$ cat config.mk
export PLATFORM = sky130hd
export DESIGN_NAME = cfu_multi_dispatch
export DESIGN_NICKNAME = d
export VERILOG_FILES = /design/src/rtl/cfu_multi_dispatch.sv
export SDC_FILE = /design/constraint.sdc
export NUM_CORES = 1
export LEC_CHECK = 0
export CAP_MARGIN = 10
export CORE_MARGIN = 5
export CORE_UTILIZATION = 37
export CTS_BUF_LIST = sky130_fd_sc_hd__clkbuf_8
export DETAILED_ROUTE_END_ITERATION = 10
export GPL_ROUTABILITY_DRIVEN = 0
export PLACE_DENSITY = 0.89
export SYNTH_ARGS = -nofsm -noshare
export SYNTH_HDL_FRONTEND = slang
export SYNTH_SLANG_ARGS = --single-unit
export TNS_END_PERCENT = 100
$ cat constraint.sdc
create_clock -name clk -period 2.5 [get_ports clk]
set_clock_uncertainty 0.15 [all_clocks]
set_input_delay 0.625 -clock clk [delete_from_list [all_inputs] [get_ports clk]]
set_output_delay 0.625 -clock clk [all_outputs]
set_load 0.05 [all_outputs]
$ cat src/rtl/cfu_multi_dispatch.sv
// rtl/cfu_multi_dispatch.sv - CFU request fan-out to NUM_UNITS accelerators with in-order ID tracking and round-robin response merge
// Optional feature macro: CFU_DISPATCH_ILLEGAL_EN (error channel for unit selects >= NUM_UNITS).
module cfu_multi_dispatch #(
  parameter int NUM_UNITS       = 2,
  parameter int INSN_W          = 32,
  parameter int DATA_W          = 32,
  parameter int ID_W            = 4,
  parameter int MAX_OUTSTANDING = 4,
  parameter int SEL_LSB         = 25
) (
  input  logic                        clk,
  input  logic                        rst_n,
  input  logic                        req_valid,
  output logic                        req_ready,
  input  logic [INSN_W-1:0]           req_insn,
  input  logic [DATA_W-1:0]           req_data0,
  input  logic [DATA_W-1:0]           req_data1,
  input  logic [ID_W-1:0]             req_id,
  output logic                        resp_valid,
  input  logic                        resp_ready,
  output logic [DATA_W-1:0]           resp_data,
  output logic [ID_W-1:0]             resp_id,
  output logic                        busy,
`ifdef CFU_DISPATCH_ILLEGAL_EN
  output logic                        err_illegal,
`endif
  output logic [NUM_UNITS-1:0]        u_req_valid,
  input  logic [NUM_UNITS-1:0]        u_req_ready,
  output logic [INSN_W-1:0]           u_req_insn,
  output logic [DATA_W-1:0]           u_req_data0,
  output logic [DATA_W-1:0]           u_req_data1,
  input  logic [NUM_UNITS-1:0]        u_resp_valid,
  output logic [NUM_UNITS-1:0]        u_resp_ready,
  input  logic [NUM_UNITS*DATA_W-1:0] u_resp_data
);

  localparam int SEL_W = (NUM_UNITS > 1) ? $clog2(NUM_UNITS) : 1;
  localparam int AW    = $clog2(MAX_OUTSTANDING);
  localparam int CW    = AW + 1;
`ifdef CFU_DISPATCH_ILLEGAL_EN
  localparam int NCH   = NUM_UNITS + 1;
`else
  localparam int NCH   = NUM_UNITS;
`endif
  localparam int PW    = (NCH > 1) ? $clog2(NCH) : 1;

  logic [SEL_W-1:0]     sel_raw;
  logic [SEL_W-1:0]     sel;
  logic                 sel_oob;
  logic [NUM_UNITS-1:0] sel_oh;
  logic [NUM_UNITS-1:0] full;
  logic [NUM_UNITS-1:0] empty;
  logic [NUM_UNITS-1:0] push;
  logic [NUM_UNITS-1:0] pop;
  logic [NCH-1:0]       elig;
  logic                 grant_valid;
  logic [PW-1:0]        grant_idx;
  logic [PW-1:0]        rr_ptr;
  logic [DATA_W-1:0]    gnt_data;
  logic [ID_W-1:0]      gnt_id;
  int                   cand;

  logic [ID_W-1:0] mem    [NUM_UNITS][MAX_OUTSTANDING];
  logic [AW-1:0]   wr_ptr [NUM_UNITS];
  logic [AW-1:0]   rd_ptr [NUM_UNITS];
  logic [CW-1:0]   count  [NUM_UNITS];

`ifdef CFU_DISPATCH_ILLEGAL_EN
  logic            err_valid;
  logic [ID_W-1:0] err_id;
  logic            err_push;
  logic            err_pop;
`endif

  assign sel_raw = req_insn[SEL_LSB +: SEL_W];
  assign sel_oob = ({1'b0, sel_raw} >= (SEL_W+1)'(NUM_UNITS));
`ifdef CFU_DISPATCH_ILLEGAL_EN
  // Out-of-range selects match no unit, so sel_oh stays all zero for them.
  assign sel = sel_raw;
`else
  assign sel = sel_oob ? SEL_W'(NUM_UNITS - 1) : sel_raw;
`endif

  always_comb begin
    sel_oh = '0;
    for (int k = 0; k < NUM_UNITS; k++) begin
      sel_oh[k] = (sel == SEL_W'(k));
      full[k]   = (count[k] == CW'(MAX_OUTSTANDING));
      empty[k]  = (count[k] == '0);
      elig[k]   = u_resp_valid[k] & ~empty[k];
    end
`ifdef CFU_DISPATCH_ILLEGAL_EN
    elig[NUM_UNITS] = err_valid;
`endif
  end

`ifdef CFU_DISPATCH_ILLEGAL_EN
  assign req_ready = sel_oob ? !err_valid : |(sel_oh & u_req_ready & ~full);
  assign err_push  = req_valid && req_ready && sel_oob;
  assign err_pop   = grant_valid && (grant_idx == PW'(NUM_UNITS));
`else
  assign req_ready = |(sel_oh & u_req_ready & ~full);
`endif

  assign u_req_valid = req_valid ? sel_oh : '0;
  assign u_req_insn  = req_insn;
  assign u_req_data0 = req_data0;
  assign u_req_data1 = req_data1;
  assign push        = (req_valid && req_ready) ? sel_oh : '0;

  // Round-robin search starting at rr_ptr; only when the output stage can take a result.
  always_comb begin
    grant_valid = 1'b0;
    grant_idx   = '0;
    cand        = 0;
    if (!resp_valid || resp_ready) begin
      for (int i = 0; i < NCH; i++) begin
        cand = (int'(rr_ptr) + i) % NCH;
        if (!grant_valid && elig[cand]) begin
          grant_valid = 1'b1;
          grant_idx   = PW'(cand);
        end
      end
    end
  end

  always_comb begin
    u_resp_ready = '0;
    gnt_data     = '0;
    gnt_id       = '0;
    for (int k = 0; k < NUM_UNITS; k++) begin
      if (grant_valid && grant_idx == PW'(k)) begin
        u_resp_ready[k] = 1'b1;
        gnt_data        = u_resp_data[k*DATA_W +: DATA_W];
        gnt_id          = mem[k][rd_ptr[k]];
      end
    end
`ifdef CFU_DISPATCH_ILLEGAL_EN
    if (err_pop) begin
      gnt_data = '1;
      gnt_id   = err_id;
    end
`endif
  end

  assign pop = u_resp_ready;

  always_ff @(posedge clk) begin
    if (!rst_n) begin
      for (int k = 0; k < NUM_UNITS; k++) begin
        wr_ptr[k] <= '0;
        rd_ptr[k] <= '0;
        count[k]  <= '0;
      end
    end else begin
      for (int k = 0; k < NUM_UNITS; k++) begin
        if (push[k]) begin
          mem[k][wr_ptr[k]] <= req_id;
          wr_ptr[k]         <= wr_ptr[k] + 1'b1;
        end
        if (pop[k])
          rd_ptr[k] <= rd_ptr[k] + 1'b1;
        if (push[k] && !pop[k])
          count[k] <= count[k] + 1'b1;
        else if (pop[k] && !push[k])
          count[k] <= count[k] - 1'b1;
      end
    end
  end

  always_ff @(posedge clk) begin
    if (!rst_n) begin
      resp_valid <= 1'b0;
      resp_data  <= '0;
      resp_id    <= '0;
      rr_ptr     <= '0;
    end else if (grant_valid) begin
      resp_valid <= 1'b1;
      resp_data  <= gnt_data;
      resp_id    <= gnt_id;
      rr_ptr     <= (grant_idx == PW'(NCH - 1)) ? '0 : grant_idx + 1'b1;
    end else if (resp_ready) begin
      resp_valid <= 1'b0;
    end
  end

`ifdef CFU_DISPATCH_ILLEGAL_EN
  always_ff @(posedge clk) begin
    if (!rst_n) begin
      err_valid   <= 1'b0;
      err_id      <= '0;
      err_illegal <= 1'b0;
    end else begin
      if (err_push) begin
        err_valid   <= 1'b1;
        err_id      <= req_id;
        err_illegal <= 1'b1;
      end else if (err_pop) begin
        err_valid <= 1'b0;
      end
    end
  end

  assign busy = |(~empty) | resp_valid | err_valid;
`else
  assign busy = |(~empty) | resp_valid;
`endif

endmodule

==> summary.md <==
| Metric | Value |
|---|---|
| CP startpoint kind | `flop` |
| Clk slew on worst S/H paths | `~90 ps` |
| Slew HR | `0.618` |
| Most used cell, CP | `buf_6` |
| # setup viols final | `2` |
| CTS Buf Count | `9` |
| Total track usage | `0.186` |
| PnR Total Power | `4970 uW` |
| Initial core utilization | `0.377` |
| Global-route wire length before repair | `20100 um` |
| Routed wire per std cell | `~23 um` |
| R2R cell count | `7` |
| Row cnt | `40` |
| Layout area overhead | `28.5%` |
| Synth Net Count | `595` |
| Max VDD drop | `~0.00036 V` |
| Hold violation count in the final report | `0` |
| Hold Crit Class | `flop to flop` |
| Vias in the first global route | `between 3k and 4k` |
| Post-Syn Area | `4530 um2` |
| Layout cells sized above 1 | `0.205` |
| Area contributors post-synth | `edfxtp_1 30%, dfxtp_1 17%, buf_4 16%` |
| Max-Cap Viols | `0` |
| WP data arrival | `1750 ps` |
| Die Area | `14600 um2` |
| Share of the synthesized area in the top cell type | `0.305` |
| DR pass1 iterations | `4` |
| Max-slew violations | `0` |
| Worst-margin pin slew | `between 500 and 600 ps` |
| Post-synth EDFFs | `46` |
| Largest stage delay, worst path | `530 ps` |
| Worst path slowest cell | `edfxtp_1` |
| Boundary pin count | `311` |
| Hold_sp | `resp_data[13]` |
| Count leader, synth | `buf_4` |
| FMAX | `396 MHz` |
| CTS tree | `built` |
| Leading area contributor after synthesis | `edfxtp_1` |
| Final global-route overflow total | `0` |
| Syn Area/Cell | `~11 um2` |
| Leak pwr | `about 0.0023 uW` |
| Worst-Skew Late Latency | `350 ps` |
| # H-tree levels | `3` |
| DRC | `0` |
| Dpl hpwl | `11400 um` |
| Vias post-DR | `3211` |
| DRT antenna net count | `0` |
| CTS max path bufs | `2` |
| Cells after Synth | `411` |
| Root Driver | `clkbuf_8` |
| Die H | `121 um` |
| Post-synthesis sequential area ratio | `0.473` |
| Synth cell types | `36` |
| Worst-path maximum fanout | `4` |
| RSZ-0062 raised after global routing | `true` |
| Vias per inst | `slightly above 5` |
| Syn. warnings | `0` |
| Ys flop type | `edfxtp_1` |
| Worst Path Required | `~1700 ps` |
| Final WS setup | `-25.4 ps` |
| Reg-to-reg setup timing slack | `50 ps` |
| Status | `finished with violations` |
| DR iter-0 viols | `112` |
| Initial antenna violation count | `1` |
| Die width | `121 um` |
| Pwr per Cell Area | `~850 nW/um2` |
| Worst r2r src | `count[0][1]` |
| Detailed Route WL | `14100 um` |
| Kind of critical path | `flop to output port` |
| Most instantiated cells after synthesis | `98 x buf_4, 46 x edfxtp_1, 42 x nor2_1` |
| Min Tclk post-route | `around 2500 ps` |
| Final nets | `657` |
| WHS Path Cells | `2` |
| Number of buffers added on ports | `120` |
| CTS Sinks | `84` |
| Yosys reg bits | `84` |
| Hold slack | `351 ps` |
| Endpoint type of the worst setup path | `output port` |
| Core area | `12000 um2` |
| Worst setup path start | `count[0][1]` |
| Failing checks | `negative setup slack` |
| Pin count of the biggest net entering global routing | `46` |
| Critical path cell sequence | `o31ai_4 -> buf_6 -> o211ai_4 -> nor2_2 -> buf_6` |
| Async SR Flop Fraction | `0` |
| Period utilization | `1.01` |
| Ant. Diodes | `0` |
-- final timing paths --
kind                     end
min            resp_data[13]
max          u_resp_ready[1]
max reg2reg      count[1][2]
min reg2reg    resp_data[13]
-- cell type report --
cell class | instances | area [um2]
fill | 1043 | 6190
clock inverter | 7 | 57.6
timing repair buffer | 166 | 1640
tap | 147 | 184
multi-input combinational | 202 | 1640
clock buffer | 9 | 124
sequential | 84 | 2140
inverter | 10 | 37.5
-- registers in the layout (all words and copies together), names as in the netlist --
| name | count |
|---|---|
| rd_ptr | 4 |
| wr_ptr | 4 |
| resp_id | 4 |
| mem | 32 |
| resp_data | 32 |
| rr_ptr | 1 |
| count | 6 |
| resp_valid | 1 |
-- metal layers --
metal | track usage | up-vias | part of all wire
met2 | 0.324 | 168 | 0.52
met1 | 0.185 | 1516 | 0.34
met5 | 0.0441 | - | 0.0067
li1 | - | 1480 | -
met3 | 0.0954 | 43 | 0.11
met4 | 0.0708 | 4 | 0.034
-- report_power, final --
group          total [uW]  switching [uW]  internal, uW
sequential           1840             169          1670
combinational        2220            1270           945
clock                 909             534           375
total                4970            1980          2990
-- worst max-delay path, delay by kind of cell (launching register included) --
kind,cells,cell delay [ps]
and+or+nand+nor,1,140
AOI/OAI and AO/OA,2,400
DFF,1,530
buffers and inverters,2,340
-- cell families (layout without fill, tap and decap cells) --
group,count (synthesis),in the layout,synth area share
buffers and inverters,125,192,0.186
and+or+nand+nor,78,78,0.0785
xor gates and xnor gates,7,7,0.0135
DFF,84,84,0.473
muxes,41,41,0.113
adders and majority gates,12,12,0.0348
AOI/OAI and AO/OA,64,64,0.102
-- placed cells by master (no fill, tap or decap), types with 2 or more instances in the layout --
cell type / synthesis / routed
clkdlybuf4s50_1: 0 / 108
edfxtp_1: 46 / 46
buf_4: 98 / 43
nor2_1: 42 / 40
dfxtp_1: 38 / 38
mux2i_1: 33 / 33
a211oi_1: 32 / 32
nand2_1: 11 / 10
o21ai_0: 11 / 10
ha_1: 11 / 10
and2_1: 9 / 9
clkbuf_8: 0 / 9
a21oi_1: 9 / 8
mux4_2: 8 / 8
buf_12: 0 / 8
inv_1: 9 / 7
and3_1: 5 / 5
buf_6: 0 / 5
xor2_1: 4 / 4
o22ai_1: 4 / 4
inv_6: 0 / 4
inv_2: 1 / 3
xnor2_1: 3 / 3
clkinvlp_4: 0 / 3
nor2b_2: 0 / 2
a31oi_1: 2 / 2
dlygate4sd2_1: 0 / 2
-- through the flow --
step	utilization	worst slack, ps	TNS, ps	area [um2]	instances
finish	0.485	-25.4	-45.2	5820	625
global route	0.485	-91.0	-239	5820	625
CTS	0.478	-55.6	-70.5	5740	617
detailed placement	0.454	-354	-12470	5450	595
global placement	0.454	-230	-7410	5450	595
floorplan	-	-11.6	-11.6	4540	411
-- what timing repair did --
item	CTS	global route
resized for setup	17	6
setup endpoints to repair	4	7
pin swaps	6	6
setup buffers	6	8
hold buffers	0	0
Note: power is estimated with default switching activity, not from simulation.
